--- config.mk ---
export PLATFORM = sky130hd
export DESIGN_NAME = snake_move_sched
export DESIGN_NICKNAME = d
export VERILOG_FILES = /design/src/rtl/snake_move_sched.sv
export SDC_FILE = /design/constraint.sdc
export NUM_CORES = 1
export LEC_CHECK = 0
export ABC_CLOCK_PERIOD_IN_PS = 3000
export CORE_ASPECT_RATIO = 0.75
export CORE_MARGIN = 5
export CORE_UTILIZATION = 50
export CTS_BUF_LIST = sky130_fd_sc_hd__clkbuf_8
export DETAILED_ROUTE_END_ITERATION = 10
export GPL_TIMING_DRIVEN = 0
export PLACE_DENSITY = 0.75
export SYNTH_ARGS = -nofsm -noshare
export SYNTH_HDL_FRONTEND = slang
export SYNTH_SLANG_ARGS = --single-unit
--- constraint.sdc ---
create_clock -name clk -period 3 [get_ports clk]
set_input_delay 0.9 -clock clk [delete_from_list [all_inputs] [get_ports clk]]
set_output_delay 0.9 -clock clk [all_outputs]
set_load 0.02 [all_outputs]
--- src/rtl/snake_move_sched.sv ---
// snake_move_sched
// Sequences snake movement for the grid datapath: a game-state FSM, a
// periodic move tick and a 2-entry buffer of queued direction changes.
//
// Ports:
//   clk, rst          clock; synchronous active-high reset
//   start             pulse: begin a new game (honoured in IDLE/OVER only)
//   dir_valid/dir_req direction request strobe; 00 up, 01 left, 11 down, 10 right
//   pause_toggle      pulse: RUN <-> PAUSE
//   collision         datapath reports head collision (honoured in RUN only)
//   step/step_dir     one-cycle move strobe and its direction
//   cur_dir           last committed direction
//   state             00 IDLE, 01 RUN, 10 PAUSE, 11 OVER (debug/status view of the FSM)
//   move_count        steps since start, wraps
//
// Handshake: dir_valid is a one-cycle strobe with no ready/backpressure.
// A request is either queued or silently dropped on the edge it is
// sampled; the sender never waits.
module snake_move_sched #(
  parameter int TICK_DIV = 25000000,
  parameter int CNT_W    = 16
) (
  input  logic             clk,
  input  logic             rst,
  input  logic             start,
  input  logic             dir_valid,
  input  logic [1:0]       dir_req,
  input  logic             pause_toggle,
  input  logic             collision,
  output logic             step,
  output logic [1:0]       step_dir,
  output logic [1:0]       cur_dir,
  output logic [1:0]       state,
  output logic [CNT_W-1:0] move_count
);

  localparam int            TW        = $clog2(TICK_DIV);
  localparam logic [TW-1:0] TICK_LAST = TW'(TICK_DIV - 1);

  typedef enum logic [1:0] {
    S_IDLE  = 2'b00,
    S_RUN   = 2'b01,
    S_PAUSE = 2'b10,
    S_OVER  = 2'b11
  } state_t;

  state_t        st;
  logic [TW-1:0] tick_cnt;
  logic [1:0]    q0;      // queue head (oldest request)
  logic [1:0]    q1;      // second entry, valid when q_cnt == 2
  logic [1:0]    q_cnt;   // occupancy 0..2

  logic       tick;
  logic       pop;
  logic [1:0] dir_ref;
  logic       dir_ok;
  logic       push;

  assign state = st;

  always_comb begin
    tick    = (tick_cnt == TICK_LAST);
    pop     = tick && (q_cnt != 2'd0);
    // Legality is judged against the direction the snake will be facing
    // once everything already queued has been applied.
    dir_ref = (q_cnt == 2'd2) ? q1 : ((q_cnt == 2'd1) ? q0 : cur_dir);
    dir_ok  = dir_valid && (dir_req != dir_ref) && ((dir_req ^ dir_ref) != 2'b11);
    // A full queue still accepts when the head leaves on the same edge.
    push    = dir_ok && ((q_cnt != 2'd2) || pop);
  end

  always_ff @(posedge clk) begin
    if (rst) begin
      st         <= S_IDLE;
      cur_dir    <= 2'b00;
      step       <= 1'b0;
      step_dir   <= 2'b00;
      move_count <= '0;
      q0         <= 2'b00;
      q1         <= 2'b00;
      q_cnt      <= 2'd0;
      tick_cnt   <= '0;
    end else begin
      step <= 1'b0;
      case (st)
        S_IDLE, S_OVER: begin
          if (start) begin
            st         <= S_RUN;
            cur_dir    <= 2'b10;
            q_cnt      <= 2'd0;
            tick_cnt   <= '0;
            move_count <= '0;
          end
        end

        S_RUN: begin
          if (collision) begin
            st    <= S_OVER;
            q_cnt <= 2'd0;
          end else if (pause_toggle) begin
            // The pause edge still counts as a RUN cycle, but a tick that
            // would fire here is deferred: the counter parks on its last
            // value so the step fires on the first cycle after resume.
            st <= S_PAUSE;
            if (!tick) tick_cnt <= tick_cnt + TW'(1);
          end else begin
            tick_cnt <= tick ? '0 : tick_cnt + TW'(1);

            if (tick) begin
              step       <= 1'b1;
              move_count <= move_count + CNT_W'(1);
              step_dir   <= pop ? q0 : cur_dir;
              if (pop) cur_dir <= q0;
            end

            if (pop && push) begin
              // Old head leaves; new entry lands behind whatever remains.
              if (q_cnt == 2'd2) begin
                q0 <= q1;
                q1 <= dir_req;
              end else begin
                q0 <= dir_req;
              end
            end else if (pop) begin
              q0    <= q1;
              q_cnt <= q_cnt - 2'd1;
            end else if (push) begin
              if (q_cnt == 2'd0) q0 <= dir_req;
              else               q1 <= dir_req;
              q_cnt <= q_cnt + 2'd1;
            end
          end
        end

        S_PAUSE: begin
          if (pause_toggle) st <= S_RUN;
        end

        default: st <= S_IDLE;
      endcase
    end
  end

endmodule
==> key figures <==
Outcome
  – Status: finished, final reports clean

Run
  – MaxCap Viol Count: 0

Clock tree
  – Hold_buf cts: 0
  – CTS Buffer Depth: 2
  – CTS sink count: 54
  – Worst-path clk slew: 100 ps
  – Clk Latency, worst-skew pair: between 300 and 400 ps
  – Post-CTS Resized: 0
  – Num CTS Buffers: 5
  – CTS tree: yes
  – Clk root buf: clkbuf_8
  – # H-tree levels: 2
  – Post-CTS Setup Repair Bufs: 0

Yosys
  – Post-Synth XOR/XNOR Area: 0.09651
  – Fraction of registers with async set/reset: 0
  – Netlist cell types: just over 60
  – Synthesized area per cell: 8.582 um^2
  – Syn Inst Count: approximately 360
  – Mux contribution to synthesized area: 0.02300
  – Number of synthesized flops with an enable pin: 0
  – Area fraction in compound gates after synthesis: 0.1092
  – Cell area after synthesis: slightly above 0.003 mm^2
  – Sequential element share of the synthesized area: 0.3548
  – Fraction of the mapped netlist area in simple logic gates: 0.3491
  – Top_reg_cell synth: dfxtp_1
  – Number of synthesized register bits: 54
  – Synth warn: 0
  – Synth Area in Adders: 0.02875
  – Largest family of logic cells by synthesized area: simple AND/OR/NAND/NOR gates
  – Synthesized Nets: 370

Floorplanning
  – Die W: between 100 and 150 um
  – Row count: 24
  – Die area: between 0.007 and 0.008 mm^2
  – # IOs: 31
  – Core area: 0.005856 mm^2
  – Initial Util: 0.5203
  – DIE HEIGHT: 77.60 um

Route
  – Drt wl/cell: 15.48 um
  – Vias: between 2000 and 3000
  – Drt drc: 0
  – TritonRoute pass-1 iters: 4
  – Initial DRC count: 169
  – Drt total wl: between 7000 and 8000 um
  – Post-route ant nets: 0
  – Drt via density: 5.802

Power
  – PD cells: around 500 mW/mm^2
  – Worst vdd ir: roughly 0.23 mV
  – Static leakage: ~1.1 nW

STA
  – Clock Skew: between 7 and 8 ps
  – RSZ-0062 raised after global routing: no
  – Fin crit period: 2849 ps
  – Slew Limit Fails: 0
  – Pin slew with the least headroom to its limit: approximately 620 ps
  – Worst rel slew slack: 0.5840
  – Max Clock Freq: ~350 MHz
  – Hold slack: roughly 500 ps
  – Setup-failing EPs final: 0
  – Final period utilization: 0.9498
  – Post-Route Setup TNS: 0 ps
  – Final Hold Viols: 0
  – Setup ws final: about 150 ps

Finish
  – Final #Nets: 406
  – Area delta synth->final: 17.82%
  – Layout cells sized above 1: 0.09949
  – Non-filler cells in the finished layout: 470
  – N_diodes: 0
  – Design area: roughly 0.0036 mm^2

Worst setup path
  – Worst EP arrival: 3030 ps
  – CP max FO: 7
  – Worst endpoint required time: approximately 3200 ps
  – Startpoint types: input pin
  – Critical path type: input pin to flop
  – CP Capture Type: flop

Place
  – Placer Congestion: 0.8770
  – Inst Count DP: 462
  – DPL Wire Length: 5398 um
  – Place WS: -299.2 ps
  – # port buffers: 29
  – Dpl cell area: 0.003435 mm^2

Global route
  – Vias in the first global route: around 2500
  – Largest net degree at the start of global routing: 17
  – Initial antenna violation count: 0
  – Grt total ovfl: 0
  – First-pass GRT wire length: around 12000 um
  – GRT Util Overall: 0.1927

Worst hold path
  – Worst min path class: flop to flop
critical path, cell delays in order:
cell,delay [ps]
clkdlybuf4s50_1,500
mux2i_1,170
a21o_1,200
or3_1,330
clkbuf_1,210
or3_1,410
a21oi_2,210
a211oi_1,100
routing by layer:
metal | GRT usage | part of all wire | vias to the layer above
met5 | 0 | 0 | -
met4 | 0.05922 | 0.011 | 0
li1 | - | - | 1339
met1 | 0.2743 | 0.49 | 1299
met3 | 0.03853 | 0.060 | 8
met2 | 0.2937 | 0.44 | 81
layout by cell type (no fill, tap or decap), types with 2 or more instances in the layout:
| cell | synthesis | routed |
|---|---|---|
| nand4_1 | 10 | 10 |
| nor2b_1 | 5 | 5 |
| nand2_1 | 26 | 26 |
| dfxtp_1 | 54 | 54 |
| a21oi_1 | 18 | 16 |
| nand2b_1 | 10 | 10 |
| nand3b_1 | 3 | 3 |
| nor4_1 | 7 | 7 |
| bufinv_16 | 0 | 2 |
| buf_2 | 7 | 7 |
| o21ai_0 | 3 | 3 |
| inv_1 | 11 | 11 |
| clkdlybuf4s50_1 | 0 | 29 |
| nor4b_1 | 4 | 4 |
| o21ai_1 | 3 | 3 |
| mux2i_1 | 7 | 7 |
| a211oi_1 | 7 | 7 |
| clkbuf_1 | 6 | 6 |
| ha_1 | 7 | 7 |
| nand3_1 | 8 | 8 |
| and3_1 | 3 | 3 |
| clkbuf_8 | 0 | 6 |
| nor4b_2 | 3 | 3 |
| nor2_1 | 47 | 47 |
| or3_1 | 8 | 8 |
| nor4_2 | 4 | 4 |
| xnor2_1 | 31 | 31 |
| o32ai_1 | 2 | 2 |
| a21oi_2 | 0 | 2 |
| nor3_1 | 20 | 19 |
| a31oi_1 | 3 | 3 |
| nor3b_1 | 2 | 2 |
| and4_1 | 4 | 4 |
path summary, 6_finish.rpt:
| path | startpoint | end | slack (ps) | cells after the start |
|---|---|---|---|---|
| setup / recovery | start | tick_cnt[11] | 150 | 8 |
| hold reg to reg | q_cnt[1] | q_cnt[1] | 500 | 2 |
| hold / removal | q_cnt[1] | q_cnt[1] | 500 | 2 |
| setup reg to reg | tick_cnt[0] | tick_cnt[22] | 370 | 9 |
power breakdown:
part | switching, W | total (W) | leakage [nW] | internal, W
Sequential | 0.0000209 | 0.000755 | 0.436 | 0.000734
Clock | 0.000244 | 0.000600 | 0.0714 | 0.000356
Combinational | 0.000294 | 0.000450 | 0.585 | 0.000156
Total | 0.000559 | 0.00181 | 1.09 | 0.00125
logic make-up after synthesis:
logic type,after synthesis
and+or+nand+nor,180
DFF,54
AOI/OAI and AO/OA,49
xor gates and xnor gates,32
buffers and inverters,26
muxes,7
adders and majority gates,7
through the flow:
| step | util | power [W] |
|---|---|---|
| 6_report | 0.6130 | 0.001805 |
| 5_1_grt | 0.6130 | 0.001891 |
| 3_3_place_gp | 0.5865 | 0.001202 |
| 4_1_cts | 0.6109 | 0.001803 |
| 3_5_place_dp | 0.5865 | 0.001209 |
| 2_1_floorplan | - | 0.001078 |
synth_stat cells (7+ instances only):
master     n  area share
ha_1       7       0.029
nand2_1   26       0.032
dfxtp_1   54        0.35
or3_1      8       0.016
nand4_1   10       0.021
xnor2_1   31       0.089
nand2b_1  10       0.021
nor2_1    47       0.058
nor4_1     7       0.014
a211oi_1   7       0.017
nand3_1    8       0.013
a21oi_1   18       0.030
inv_1     11       0.014
mux2i_1    7       0.023
nor3_1    20       0.033
buf_2      7       0.011
sequential cells by signal (all words and copies together) (netlist names):
name and cells:
cur_dir 2, step_dir 2, q1 2, tick_cnt 25, q0 2, move_count 16, q_cnt 2, step 1
state 2
layout make-up:
class                           instances  area [um^2]
Fill cell                             541         2266
Timing Repair Buffer                   29        290.3
Tap cell                               78        97.59
Clock buffer                            6        82.58
Clock inverter                          2        60.06
Sequential cell                        54         1081
Buffer                                 15        76.32
Multi-Input combinational cell        275         1861
Inverter                               11        41.29
(Power assumes the default switching activity.)
